**config.mk**
```make
export PLATFORM = sky130hd
export DESIGN_NAME = i2s_dac_transmitter_flat
export DESIGN_NICKNAME = d
export VERILOG_FILES = /design/src/rtl/i2s_dac_transmitter_if.sv /design/src/rtl/i2s_dac_transmitter.sv /design/src/flat_wrapper.sv
export SDC_FILE = /design/constraint.sdc
export NUM_CORES = 1
export LEC_CHECK = 0
export BUFFER_PORTS_ARGS = -buffer_cell sky130_fd_sc_hd__clkbuf_2
export CORE_ASPECT_RATIO = 1.1
export CORE_MARGIN = 2
export CORE_UTILIZATION = 55
export CTS_CLUSTER_SIZE = 28
export DETAILED_ROUTE_END_ITERATION = 16
export GPL_TIMING_DRIVEN = 0
export PLACE_DENSITY = 0.75
export RECOVER_POWER = 100
export SLEW_MARGIN = 25
export SYNTH_ARGS = -nofsm -noshare
export SYNTH_HDL_FRONTEND = slang
export SYNTH_SLANG_ARGS = --single-unit
```
**constraint.sdc**
```tcl
create_clock -name clock -period 3.05 [get_ports clock]
set_input_delay 0.305 -clock clock [delete_from_list [all_inputs] [get_ports clock]]
set_output_delay 0.305 -clock clock [all_outputs]
set_load 0.05 [all_outputs]
```
**src/rtl/i2s_dac_transmitter_if.sv**
```systemverilog
// Sample-in / I2S-out signal bundle for the I2S DAC transmitter.
// The sample source holds the master modport and the transmitter holds the slave modport.
interface i2s_dac_transmitter_if #(
  parameter int SAMPLE_W = 24
);
  logic                valid;
  logic [SAMPLE_W-1:0] audio_in;
  logic                clear_flags;
  logic                i2s_bclk;
  logic                i2s_lrclk;
  logic                i2s_sdata;
  logic                frame_strobe;
  logic                underrun;
  logic                overrun;

  modport master (
    output valid, audio_in, clear_flags,
    input  i2s_bclk, i2s_lrclk, i2s_sdata, frame_strobe, underrun, overrun
  );

  modport slave (
    input  valid, audio_in, clear_flags,
    output i2s_bclk, i2s_lrclk, i2s_sdata, frame_strobe, underrun, overrun
  );
endinterface

```
**src/rtl/i2s_dac_transmitter.sv**
```systemverilog
// I2S master that serialises one buffered mono sample into both stereo slots.
// It generates BCLK/LRCLK from the system clock and keeps sticky underrun/overrun flags.
module i2s_dac_transmitter #(
  parameter int CLKS_PER_BCLK = 8,
  parameter int SLOT_BITS     = 32,
  parameter int SAMPLE_W      = 24
) (
  input  logic                    clock,
  input  logic                    reset_n,
  i2s_dac_transmitter_if.slave    bus
);
  localparam int DIV_W = (CLKS_PER_BCLK > 2) ? $clog2(CLKS_PER_BCLK) : 1;
  localparam int BIT_W = $clog2(2 * SLOT_BITS);
  localparam logic [DIV_W-1:0] DIV_LAST = DIV_W'(CLKS_PER_BCLK - 1);
  localparam logic [DIV_W-1:0] DIV_HALF = DIV_W'(CLKS_PER_BCLK / 2);
  localparam logic [BIT_W-1:0] BIT_LAST = BIT_W'(2 * SLOT_BITS - 1);
  localparam logic [BIT_W-1:0] SLOT_LEN = BIT_W'(SLOT_BITS);

  logic [DIV_W-1:0]    r_div;
  logic [BIT_W-1:0]    r_bit;
  logic                r_bclk;
  logic                r_lrclk;
  logic                r_sdata;
  logic                r_strobe;
  logic                r_underrun;
  logic                r_overrun;
  logic [SAMPLE_W-1:0] r_hold;
  logic [SAMPLE_W-1:0] r_frame;
  logic                r_fresh;
  logic                r_primed;

  logic [DIV_W-1:0]    w_div_nxt;
  logic [BIT_W-1:0]    w_bit_nxt;
  logic [BIT_W-1:0]    w_pos;
  logic                w_fall;
  logic                w_frame_start;
  logic                w_under_set;
  logic                w_over_set;

  // Slot position p carries sample bit SAMPLE_W-p for 1 <= p <= SAMPLE_W; the remaining positions are zero.
  function automatic logic slot_bit(input logic [SAMPLE_W-1:0] frame, input logic [BIT_W-1:0] pos);
    logic b;
    b = 1'b0;
    for (int i = 0; i < SAMPLE_W; i++) begin
      if (pos == BIT_W'(SAMPLE_W - i)) begin
        b = frame[i];
      end else begin
        b = b;
      end
    end
    return b;
  endfunction

  // Next divider/bit position, the frame boundary and the flag set conditions.
  always_comb begin
    w_fall    = (r_div == DIV_LAST);
    w_div_nxt = w_fall ? '0 : r_div + DIV_W'(1);
    if (w_fall) begin
      w_bit_nxt = (r_bit == BIT_LAST) ? '0 : r_bit + BIT_W'(1);
    end else begin
      w_bit_nxt = r_bit;
    end
    w_pos         = (w_bit_nxt >= SLOT_LEN) ? w_bit_nxt - SLOT_LEN : w_bit_nxt;
    w_frame_start = w_fall && (r_bit == BIT_LAST);
    w_under_set   = w_frame_start && !r_fresh && r_primed;
    w_over_set    = bus.valid && r_fresh && !w_frame_start;
  end

  // Bit clock divider and serial outputs; lrclk and sdata move only on the BCLK fall.
  always_ff @(posedge clock or negedge reset_n) begin
    if (!reset_n) begin
      r_div   <= '0;
      r_bit   <= BIT_LAST;
      r_bclk  <= 1'b0;
      r_lrclk <= 1'b0;
      r_sdata <= 1'b0;
    end else begin
      r_div  <= w_div_nxt;
      r_bclk <= (w_div_nxt >= DIV_HALF);
      r_bit  <= w_bit_nxt;
      if (w_fall) begin
        r_lrclk <= (w_bit_nxt >= SLOT_LEN);
        r_sdata <= slot_bit(r_frame, w_pos);
      end
    end
  end

  // Sample buffering, frame hand-over and sticky flags; a flag set wins over a same-cycle clear.
  always_ff @(posedge clock or negedge reset_n) begin
    if (!reset_n) begin
      r_hold     <= '0;
      r_frame    <= '0;
      r_fresh    <= 1'b0;
      r_primed   <= 1'b0;
      r_strobe   <= 1'b0;
      r_underrun <= 1'b0;
      r_overrun  <= 1'b0;
    end else begin
      r_strobe <= w_frame_start;
      if (w_frame_start) begin
        r_frame <= r_hold;
      end
      if (bus.valid) begin
        r_hold   <= bus.audio_in;
        r_fresh  <= 1'b1;
        r_primed <= 1'b1;
      end else if (w_frame_start) begin
        r_fresh <= 1'b0;
      end
      r_underrun <= w_under_set || (r_underrun && !bus.clear_flags);
      r_overrun  <= w_over_set  || (r_overrun  && !bus.clear_flags);
    end
  end

  assign bus.i2s_bclk     = r_bclk;
  assign bus.i2s_lrclk    = r_lrclk;
  assign bus.i2s_sdata    = r_sdata;
  assign bus.frame_strobe = r_strobe;
  assign bus.underrun     = r_underrun;
  assign bus.overrun      = r_overrun;
endmodule

```
**src/flat_wrapper.sv**
```systemverilog
// flat-port wrapper written by rule: the top's interface ports become plain ports
module i2s_dac_transmitter_flat 
#(
  parameter int CLKS_PER_BCLK = 8,
  parameter int SLOT_BITS     = 32,
  parameter int SAMPLE_W      = 24
)
  (clock, reset_n, bus_valid, bus_audio_in, bus_clear_flags, bus_i2s_bclk, bus_i2s_lrclk, bus_i2s_sdata, bus_frame_strobe, bus_underrun, bus_overrun);
  i2s_dac_transmitter_if #(.SAMPLE_W(SAMPLE_W)) bus_i ();
  input  logic clock;
  input  logic reset_n;
  input wire logic [$bits(bus_i.valid)-1:0] bus_valid;
  input wire logic [$bits(bus_i.audio_in)-1:0] bus_audio_in;
  input wire logic [$bits(bus_i.clear_flags)-1:0] bus_clear_flags;
  output wire logic [$bits(bus_i.i2s_bclk)-1:0] bus_i2s_bclk;
  output wire logic [$bits(bus_i.i2s_lrclk)-1:0] bus_i2s_lrclk;
  output wire logic [$bits(bus_i.i2s_sdata)-1:0] bus_i2s_sdata;
  output wire logic [$bits(bus_i.frame_strobe)-1:0] bus_frame_strobe;
  output wire logic [$bits(bus_i.underrun)-1:0] bus_underrun;
  output wire logic [$bits(bus_i.overrun)-1:0] bus_overrun;
  assign bus_i.valid = bus_valid;
  assign bus_i.audio_in = bus_audio_in;
  assign bus_i.clear_flags = bus_clear_flags;
  assign bus_i2s_bclk = bus_i.i2s_bclk;
  assign bus_i2s_lrclk = bus_i.i2s_lrclk;
  assign bus_i2s_sdata = bus_i.i2s_sdata;
  assign bus_frame_strobe = bus_i.frame_strobe;
  assign bus_underrun = bus_i.underrun;
  assign bus_overrun = bus_i.overrun;
  i2s_dac_transmitter #(.CLKS_PER_BCLK(CLKS_PER_BCLK), .SLOT_BITS(SLOT_BITS), .SAMPLE_W(SAMPLE_W)) u_core (.clock(clock), .reset_n(reset_n), .bus(bus_i));
endmodule
```
==> results.ini <==
[timing]
final.min_clock_period_ps=2744
rsz0062_at_grt=false
worst_pin_slew_ps=1676
clock_skew_ps=8.207
setup_viol=0
relSlewSlack_pct=-11.75
finalCritPeriodShare_pct=89.96
fin_tns_setup_ps=0
fmax_mhz=364.5
hold_violations=0
final_max_slew_viol_count=30

[route]
drt_iter0_markers=198
drc=0
first_pass_iters=4
via_count=2294
post_drt_wl_per_cell_um=15.57
wl_mm=6.322
antenna_left=0
vias_per_cell=5.650

[worst_setup_path]
critPathLaunchType=register
worst_setup_path_end_kind=register
required_ps=3260
crit_arrival_ps=2960
crit_type=register to register
crit_fanout=10

[floorplan]
die-area_sq_um=6343
core_sq_um=5465
io_pins=34
start_util_pct=57.58
die_w_um=76.12
die_y_um=83.33
fp-row-count=28

[cts]
ctsRootBufferMaster=clkbuf_8
cts_buffers=9
clkTransAtPathRegs_ps=70
clkLatencyLatePin_ps=340
h-tree-depth=3
ctsResizeCount=0
cts_setup_buffers=0
clk_path_buf_depth=2
hold_buffers=1
cts_tree=yes
clkSinkCount=64

[global_route]
antenna_found_initial=0
grt_pass1_wl_mm=10.75
grt_max_degree=36
grtUsageTotal_pct=21.68
overflow=0
first_global_vias=2271

[cells_and_area]
drive_gt1_share_pct=31.72
final_common_cell=dfrtp_1
final_cells=406
finalNetCount=357
final_cell_mix=dfrtp_1, nand2_1, mux2_2
area_growth_pct=14.16
diodes=0

[power]
total_power_mw=1.667
p_sw_share_pct=22.84
switching_power_uw=380.8
p_leak_nw=1.658
intPower_mw=1.286
vdd_ir_drop_max_mv=0.3515
power_density_nw_per_um2=464.1
comb_power_share_pct=5.1
seq_power_share_pct=53.8
clockPowerShare_pct=41.1

[synthesis]
synth_top_cell_area_share_pct=46.12
ys_types=60
async_reset_ff_share_pct=100.0
yosysTopAreaCell=dfrtp_1
synth_nets=312
synth_edf_count=0
ys.flop_type=dfrtp_1
yosysSeqAreaShare_pct=51.13
yosys_warnings=0
ys_ff_latch=64
synthCells=281
yosys-top-cells-area=dfrtp_1, mux2_2, dfstp_2
syn-cell-area_sq_um=3147
syn_area_per_cell_sq_um=11.20

[status]
violations=max-capacitance violations, max-slew violations
status=complete, but fails checks

[place]
hpwlAfterDp_mm=4.450
place.gp.congestion=0.9025
dp_cells=389
port_buffers=32

[worst_hold_path]
min_path_type=input pin to register

[flow_run]
maxCapViolations=1

-- sequential cells by signal, indices dropped and copies added (netlist names) --
name and cells:
u_core.r_frame 24, u_core.r_hold 24, u_core.r_bit 6, u_core.r_div 2, u_core.bus.frame_strobe 1, u_core.bus.i2s_bclk 1
u_core.bus.i2s_lrclk 1, u_core.bus.i2s_sdata 1, u_core.bus.overrun 1, u_core.bus.underrun 1, u_core.r_fresh 1, u_core.r_primed 1
-- cells by family (layout without fill, tap and decap cells) --
kind of cell               Yosys count  count (layout)  share of synthesized area [%]
and+or+nand+nor                     78              78                          11.41
DFF                                 64              64                          51.13
AOI/OAI and AO/OA                   58              58                          14.20
muxes                               44              44                          16.26
buffers and inverters               29              79                          4.413
xor gates and xnor gates             5               5                          1.392
adders and majority gates            3               3                          1.193
-- final timing paths --
check | endpoint | slack [ps] | cells after the start | from
max in group asynchronous | u_core.r_frame[18] | 1140 | 2 | reset_n
hold reg to reg | u_core.r_div[0] | 430 | 1 | u_core.r_div[0]
hold / removal | u_core.r_hold[3] | 190 | 2 | bus_audio_in[3]
setup reg to reg | u_core.bus.i2s_sdata | 310 | 9 | u_core.r_bit[0]
setup / recovery | u_core.bus.i2s_sdata | 310 | 9 | u_core.r_bit[0]
min in group asynchronous | u_core.bus.i2s_lrclk | 940 | 2 | reset_n
-- power by group through the flow --
stage | Sequential [mW] | Clock, mW | Combinational, mW
floorplan | 0.912 | 0 | 0.0402
finish | 0.898 | 0.685 | 0.0846
global route | 0.903 | 0.740 | 0.0964
global placement | 0.912 | 0 | 0.0790
CTS | 0.898 | 0.707 | 0.0881
detailed placement | 0.914 | 0 | 0.0867
-- stage by stage --
stage	utilization, %	setup slack [ps]	hold slack, ps	cell area (sq um)
floorplan	-	645.7	9.409	3147
global placement	62.23	444.0	415.7	3401
detailed placement	62.64	440.2	302.8	3423
CTS	66.35	409.1	173.6	3626
global route	65.73	158.7	183.3	3592
finish	65.73	306.2	186.2	3592
-- cells in the mapped netlist (4+ instances only) --
cell type / number
mux2i_1: 5
nor3_1: 4
dfrtp_1: 58
nand3_1: 6
a31oi_1: 4
a21oi_1: 12
inv_1: 9
dfstp_2: 6
mux2_2: 37
nand2_1: 41
nor2_1: 11
o21ai_0: 5
clkbuf_1: 5
buf_2: 9
-- metal layers --
layer  GRT usage, %  up-vias  wire, um
met5              0        -         0
li1               -     1093         -
met3          5.000       15       263
met1          27.30     1132      2818
met4          12.23        0       207
met2          34.58       54      3031
-- layout make-up --
type	count	area, sq um
Inverter	10	37.54
Clock inverter	4	27.53
Timing Repair Buffer	34	181.4
Multi-Input combinational cell	188	1376
Sequential cell	64	1609
Buffer	19	101.3
Fill cell	452	1873
Tap cell	75	93.84
Clock buffer	12	165.2
-- worst max-delay path, stage by stage (launching register included) --
cell and delay (ps):
dfstp_1 610, ha_1 170, buf_4 170, nand2_1 80
o21ai_2 490, mux2i_1 270, o2bb2ai_1 90, a221o_2 410
a211oi_1 210, a21oi_1 100
Note: power is estimated with default switching activity, not from simulation.
